--- config.mk ---
export PLATFORM = sky130hd
export DESIGN_NAME = ibex_mem_arbiter_flat
export DESIGN_NICKNAME = d
export VERILOG_FILES = /design/src/rtl/ibex_arb_pkg.sv /design/src/rtl/ibex_mem_arbiter_if.sv /design/src/rtl/rr_pick.sv /design/src/rtl/ibex_mem_arbiter.sv /design/src/flat_wrapper.sv
export SDC_FILE = /design/constraint.sdc
export NUM_CORES = 1
export LEC_CHECK = 0
export BUFFER_PORTS_ARGS = -buffer_cell sky130_fd_sc_hd__buf_2
export CORE_AREA = 2 2 110 112
export CTS_CLUSTER_SIZE = 14
export DETAILED_ROUTE_END_ITERATION = 12
export DIE_AREA = 0 0 112 114
export PLACE_DENSITY = 0.81
export SLEW_MARGIN = 20
export SYNTH_ARGS = -nofsm -noshare
export SYNTH_HDL_FRONTEND = slang
export SYNTH_SLANG_ARGS = --single-unit
--- constraint.sdc ---
create_clock -name clk_i -period 1.5 [get_ports clk_i]
set_clock_uncertainty 0.2 [all_clocks]
set_input_delay 0.075 -clock clk_i [delete_from_list [all_inputs] [get_ports clk_i]]
set_output_delay 0.075 -clock clk_i [all_outputs]
set_load 0.05 [all_outputs]
--- src/rtl/ibex_arb_pkg.sv ---
// ibex_arb_pkg: shared state type and sizing helper for the Ibex memory arbiter
package ibex_arb_pkg;
  typedef enum logic [1:0] {IDLE, REQ, RESP} arb_state_e;
  function automatic int own_w(input int n);
    return (n > 1) ? $clog2(n) : 1;
  endfunction
endpackage

--- src/rtl/ibex_mem_arbiter_if.sv ---
// ibex_mem_arbiter_if: per-requester vectors plus the shared downstream memory port
interface ibex_mem_arbiter_if #(
  parameter int N_REQ = 2,
  parameter int AW = 32,
  parameter int DW = 32
);
  logic [N_REQ-1:0] req_i, gnt_o, rvalid_o, we_i, err_o;
  logic [N_REQ-1:0][DW/8-1:0] be_i;
  logic [N_REQ-1:0][AW-1:0] addr_i;
  logic [N_REQ-1:0][DW-1:0] wdata_i;
  logic [DW-1:0] rdata_o, m_wdata_o, m_rdata_i;
  logic m_req_o, m_gnt_i, m_rvalid_i, m_we_o, m_err_i;
  logic [DW/8-1:0] m_be_o;
  logic [AW-1:0] m_addr_o;
  modport slave (
    input req_i, we_i, be_i, addr_i, wdata_i, m_gnt_i, m_rvalid_i, m_rdata_i, m_err_i,
    output gnt_o, rvalid_o, err_o, rdata_o, m_req_o, m_we_o, m_be_o, m_addr_o, m_wdata_o
  );
  modport master (
    output req_i, we_i, be_i, addr_i, wdata_i, m_gnt_i, m_rvalid_i, m_rdata_i, m_err_i,
    input gnt_o, rvalid_o, err_o, rdata_o, m_req_o, m_we_o, m_be_o, m_addr_o, m_wdata_o
  );
endinterface

--- src/rtl/rr_pick.sv ---
// rr_pick: round-robin winner search from ptr, as a double-width masked priority encoder
module rr_pick import ibex_arb_pkg::*; #(
  parameter int N = 2,
  localparam int W = own_w(N)
) (
  input  logic [N-1:0] req,
  input  logic [W-1:0] ptr,
  output logic [W-1:0] idx,
  output logic         valid
);
  logic [2*N-1:0] dbl;
  assign dbl = {req, req};
  assign valid = |req;
  // descending scan so the lowest unmasked bit at or above ptr wins
  always_comb begin
    idx = '0;
    for (int i = 2*N-1; i >= 0; i--) idx = (dbl[i] && i >= int'(ptr)) ? W'(i % N) : idx;
  end
endmodule

--- src/rtl/ibex_mem_arbiter.sv ---
// ibex_mem_arbiter: N-to-1 round-robin arbiter, one outstanding transaction,
// ownership held from selection until the downstream rvalid
module ibex_mem_arbiter import ibex_arb_pkg::*; #(
  parameter int N_REQ = 2,
  parameter int AW = 32,
  parameter int DW = 32
) (
  input logic clk_i,
  input logic rst_i,
  ibex_mem_arbiter_if.slave bus
);
  localparam int OWN_W = own_w(N_REQ);
  arb_state_e state, state_nxt;
  logic [OWN_W-1:0] owner, rr_ptr, win;
  logic win_valid, done, in_req;
  logic [DW-1:0] rdata_q;
  logic [N_REQ-1:0] own_oh;
  rr_pick #(.N(N_REQ)) u_pick (.req(bus.req_i), .ptr(rr_ptr), .idx(win), .valid(win_valid));
  assign in_req = state == REQ;
  assign own_oh = N_REQ'(1) << owner;
  assign done = bus.m_rvalid_i && (state == RESP || (in_req && bus.m_gnt_i));
  always_comb begin
    state_nxt = (state == IDLE) ? (win_valid ? REQ : IDLE) :
                done ? IDLE :
                in_req ? (bus.m_gnt_i ? RESP : REQ) :
                (state == RESP) ? RESP : IDLE;
  end
  assign bus.m_req_o = in_req;
  assign bus.m_we_o = in_req && bus.we_i[owner];
  assign bus.m_be_o = in_req ? bus.be_i[owner] : '0;
  assign bus.m_addr_o = in_req ? bus.addr_i[owner] : AW'(0);
  assign bus.m_wdata_o = in_req ? bus.wdata_i[owner] : DW'(0);
  assign bus.gnt_o = (in_req && bus.m_gnt_i) ? own_oh : '0;
  assign bus.rvalid_o = done ? own_oh : '0;
  assign bus.err_o = (done && bus.m_err_i) ? own_oh : '0;
  assign bus.rdata_o = done ? bus.m_rdata_i : rdata_q;
  always_ff @(posedge clk_i) begin
    if (rst_i) begin
      state <= IDLE;
      owner <= '0;
      rr_ptr <= '0;
      rdata_q <= '0;
    end else begin
      state <= state_nxt;
      if (state == IDLE && win_valid) owner <= win;
      if (done) begin
        rr_ptr <= (int'(owner) == N_REQ-1) ? '0 : owner + 1'b1;
        rdata_q <= bus.m_rdata_i;
      end
    end
  end
  // the owner must hold its request until granted; m_req_o stays up regardless
  always_ff @(posedge clk_i)
    if (!rst_i && in_req) assert (bus.req_i[owner]) else $error("owner dropped req_i while in REQ");
endmodule

--- src/flat_wrapper.sv ---
// flat-port wrapper written by rule: the top's interface ports become plain ports
module ibex_mem_arbiter_flat import ibex_arb_pkg::*;
#(
  parameter int N_REQ = 2,
  parameter int AW = 32,
  parameter int DW = 32
)
  (clk_i, rst_i, bus_req_i, bus_we_i, bus_be_i, bus_addr_i, bus_wdata_i, bus_m_gnt_i, bus_m_rvalid_i, bus_m_rdata_i, bus_m_err_i, bus_gnt_o, bus_rvalid_o, bus_err_o, bus_rdata_o, bus_m_req_o, bus_m_we_o, bus_m_be_o, bus_m_addr_o, bus_m_wdata_o);
  ibex_mem_arbiter_if #(.N_REQ(N_REQ), .AW(AW), .DW(DW)) bus_i ();
  input logic clk_i;
  input logic rst_i;
  input wire logic [$bits(bus_i.req_i)-1:0] bus_req_i;
  input wire logic [$bits(bus_i.we_i)-1:0] bus_we_i;
  input wire logic [$bits(bus_i.be_i)-1:0] bus_be_i;
  input wire logic [$bits(bus_i.addr_i)-1:0] bus_addr_i;
  input wire logic [$bits(bus_i.wdata_i)-1:0] bus_wdata_i;
  input wire logic [$bits(bus_i.m_gnt_i)-1:0] bus_m_gnt_i;
  input wire logic [$bits(bus_i.m_rvalid_i)-1:0] bus_m_rvalid_i;
  input wire logic [$bits(bus_i.m_rdata_i)-1:0] bus_m_rdata_i;
  input wire logic [$bits(bus_i.m_err_i)-1:0] bus_m_err_i;
  output wire logic [$bits(bus_i.gnt_o)-1:0] bus_gnt_o;
  output wire logic [$bits(bus_i.rvalid_o)-1:0] bus_rvalid_o;
  output wire logic [$bits(bus_i.err_o)-1:0] bus_err_o;
  output wire logic [$bits(bus_i.rdata_o)-1:0] bus_rdata_o;
  output wire logic [$bits(bus_i.m_req_o)-1:0] bus_m_req_o;
  output wire logic [$bits(bus_i.m_we_o)-1:0] bus_m_we_o;
  output wire logic [$bits(bus_i.m_be_o)-1:0] bus_m_be_o;
  output wire logic [$bits(bus_i.m_addr_o)-1:0] bus_m_addr_o;
  output wire logic [$bits(bus_i.m_wdata_o)-1:0] bus_m_wdata_o;
  assign bus_i.req_i = bus_req_i;
  assign bus_i.we_i = bus_we_i;
  assign bus_i.be_i = bus_be_i;
  assign bus_i.addr_i = bus_addr_i;
  assign bus_i.wdata_i = bus_wdata_i;
  assign bus_i.m_gnt_i = bus_m_gnt_i;
  assign bus_i.m_rvalid_i = bus_m_rvalid_i;
  assign bus_i.m_rdata_i = bus_m_rdata_i;
  assign bus_i.m_err_i = bus_m_err_i;
  assign bus_gnt_o = bus_i.gnt_o;
  assign bus_rvalid_o = bus_i.rvalid_o;
  assign bus_err_o = bus_i.err_o;
  assign bus_rdata_o = bus_i.rdata_o;
  assign bus_m_req_o = bus_i.m_req_o;
  assign bus_m_we_o = bus_i.m_we_o;
  assign bus_m_be_o = bus_i.m_be_o;
  assign bus_m_addr_o = bus_i.m_addr_o;
  assign bus_m_wdata_o = bus_i.m_wdata_o;
  ibex_mem_arbiter #(.N_REQ(N_REQ), .AW(AW), .DW(DW)) u_core (.clk_i(clk_i), .rst_i(rst_i), .bus(bus_i));
endmodule
==> impl_metrics.env <==
export IMPL_max_freq_ghz=0.5174
export IMPL_drv_slew=0
export IMPL_setup_viol=137
export IMPL_max_vdd_ir_drop_uv=594.3
export IMPL_synth_most_common_cell="nor2_1"
export IMPL_synth_mux_area_fraction_pct=18.30
export IMPL_rsz0062_at_grt="yes"
export IMPL_synth_top_family_by_area="simple AND/OR/NAND/NOR gates"
export IMPL_cp_slowest_cell="dfxtp_4"
export IMPL_ys_types=31
export IMPL_violations="setup timing"
export IMPL_async_reset_ff_share_pct=0
export IMPL_drive_gt1_share_pct=82.70
export IMPL_status="finished, violations left"
export IMPL_whs_path_depth=2
export IMPL_drc=0
export IMPL_grt_pass1_wl_mm=33.09
export IMPL_worst_setup_path_type="flip-flop to primary output"
export IMPL_reg2reg_depth=6
export IMPL_hold_path_class="input pin to flip-flop"
export IMPL_cts_tree="yes"
export IMPL_hold_viol=0
export IMPL_finalCriticalPeriod_ps=1933
export IMPL_worstPathRequired_ps=1220
export IMPL_relSlewSlack_pct=64.71
export IMPL_globalRouteTotalUtil_pct=32.93
export IMPL_cts_root_buf="clkbuf_16"
export IMPL_ant_nets=0
export IMPL_cp_end_kind="primary output"
export IMPL_htree_num_levels=2
export IMPL_vias=5981
export IMPL_r2r_slack_ps=-290
export IMPL_io_buffers=284
export IMPL_coreArea_um2=11710
export IMPL_clock_latency_ps=270
export IMPL_first_iter_violations=631
export IMPL_synth_area_leaders="dfxtp_1 (19%), mux2i_1 (18%), nor2_1 (10%)"
export IMPL_path_max_fanout=5
export IMPL_grt_ovfl_total=0
export IMPL_synth_top_area_share_pct=18.79
export IMPL_yosys_register_bits=36
export IMPL_synth_largest_area_cell="dfxtp_1"
export IMPL_p_per_area_nw_per_um2=644.6
export IMPL_post_drt_wl_per_cell_um=25.62
export IMPL_synth_area_um2=3835
export IMPL_initial_utilization_pct=32.75
export IMPL_startpoint_type="flip-flop"
export IMPL_grt_pass1_vias=5873
export IMPL_die_y_um=114
export IMPL_gp_congestion=0.8249
export IMPL_arrival_ps=1660
export IMPL_synth_compound_area_share_pct=22.41
export IMPL_yosys_area_share_xor_xnor_pct=0
export IMPL_synthCells=472
export IMPL_fin_crit_sh_pct=128.8
export IMPL_synth_flop_cell="dfxtp_1"
export IMPL_cpLargestDelayFamily="buffers and inverters"
export IMPL_path_clk_slew_ps=60
export IMPL_synth_fa_ha_area_share_pct=0
export IMPL_fin_nets=1043
export IMPL_total_power_mw=6.346
export IMPL_fp_dieArea_um2=12770
export IMPL_dr_pass1_iters=5
export IMPL_area_growth_pct=156.7
export IMPL_setup_ws_ps=-432.7
export IMPL_die_w_um=112
export IMPL_clockBufferDepth=2
export IMPL_cp_depth=6
export IMPL_power_leakage_nw=3.800
export IMPL_synth_edf_count=0
export IMPL_dp_slack_ps=-274.9
export IMPL_dp_hpwl_mm=14.59
export IMPL_cap_violations=0
export IMPL_clock_sinks=36
export IMPL_cpPeakStageDelay_ps=400
export IMPL_synth_warnings=0
export IMPL_synth_fp_nets=649
export IMPL_tightest_slew_ps=529.4
export IMPL_synth_common_cells="nor2_1 (104), mux2i_1 (69), dfxtp_1 (36)"
export IMPL_synth_simple_area_share_pct=32.01
export IMPL_antenna_found_initial=4
export IMPL_grt_max_degree=37
export IMPL_rows=40
export IMPL_io_pin_count=285
export IMPL_worstPathBufferInverterCount=4
export IMPL_crit_chain="buf_12 -> buf_16 -> mux2i_4 -> buf_6 -> nor2_4 -> buf_8"
export IMPL_viasPerCell=5.869
export IMPL_wl_mm=26.11
export IMPL_avgSynthCellArea_um2=8.125
export IMPL_ys_seq_area_share_pct=18.79
export IMPL_cts_buffers=5
-- area by class of cell --
class	count	area [µm²]
sequential	36	732.0
antenna	5	12.51
inverter	1	7.507
clock buffer	7	142.6
timing repair buffer	437	3963
clock inverter	1	7.507
tap	147	183.9
fill	564	1867
multi-input combinational	385	4796
-- path summary, 6_finish.rpt --
check,start,end
setup / recovery,u_core.owner,bus_m_wdata_o[19]
hold / removal,rst_i,u_core.owner
setup reg to reg,u_core.state[0],u_core.rdata_q[18]
hold reg to reg,u_core.rdata_q[4],u_core.rdata_q[4]
-- report_power, final --
part           switching, mW  internal (mW)  total [mW]
combinational           2.33           1.86        4.20
sequential            0.0540          0.999        1.05
clock                  0.435          0.663        1.10
-- per-stage QoR --
stage / cell area (µm²) / instances / TNS (ps) / hold WS [ps] / utilization (%)
6_report: 9844 / 1019 / -37710 / 162.5 / 84.06
5_1_grt: 9842 / 1018 / -43100 / 147.9 / 84.04
4_1_cts: 8841 / 1008 / -35470 / 45.49 / 75.49
3_5_place_dp: 7381 / 984 / -12900 / 143.6 / 63.02
3_3_place_gp: 7381 / 984 / -9810 / 137.5 / 63.02
2_1_floorplan: 4989 / 472 / -2452 / 22.46 / -
-- registers in the layout (all words and copies together) (netlist names) --
register	cells
u_core.owner	1
u_core.rdata_q	32
u_core.rr_ptr	1
u_core.state	2
-- routing by layer --
metal | global-route usage, % | wire (µm) | up-vias
li1 | - | - | 2526
met4 | 11.22 | 1688 | 0
met3 | 7.173 | 2024 | 124
met5 | 0 | 0 | -
met1 | 38.46 | 8931 | 2904
met2 | 59.92 | 13470 | 427
-- cell families (layout without fill, tap and decap cells) --
logic type	count (synthesis)	in the layout
other cells	0	5
compound gates	100	100
simple gates	215	215
flops	36	36
mux	70	70
buf+inv	51	446
-- placed cells by master, fill, tap and decap left out, types with 28 or more instances in the layout --
cell type,instances
nor2_4,70
nand2b_1,33
dfxtp_1,33
nor3_4,32
nor2_1,34
buf_8,39
nor4_2,28
mux2i_4,56
buf_2,181
buf_4,101
buf_6,77
-- what timing repair did --
item                                    in CTS  in global routing
buffers inserted                            10                  7
pin swaps                                   19                 35
hold endpoints to repair                     1                  0
gates cloned                                 4                  5
hold buffers                                 2                  0
resized for setup                          261                207
endpoints found under the setup margin     141                142
No activity file was read; power rests on OpenSTA's default activity.
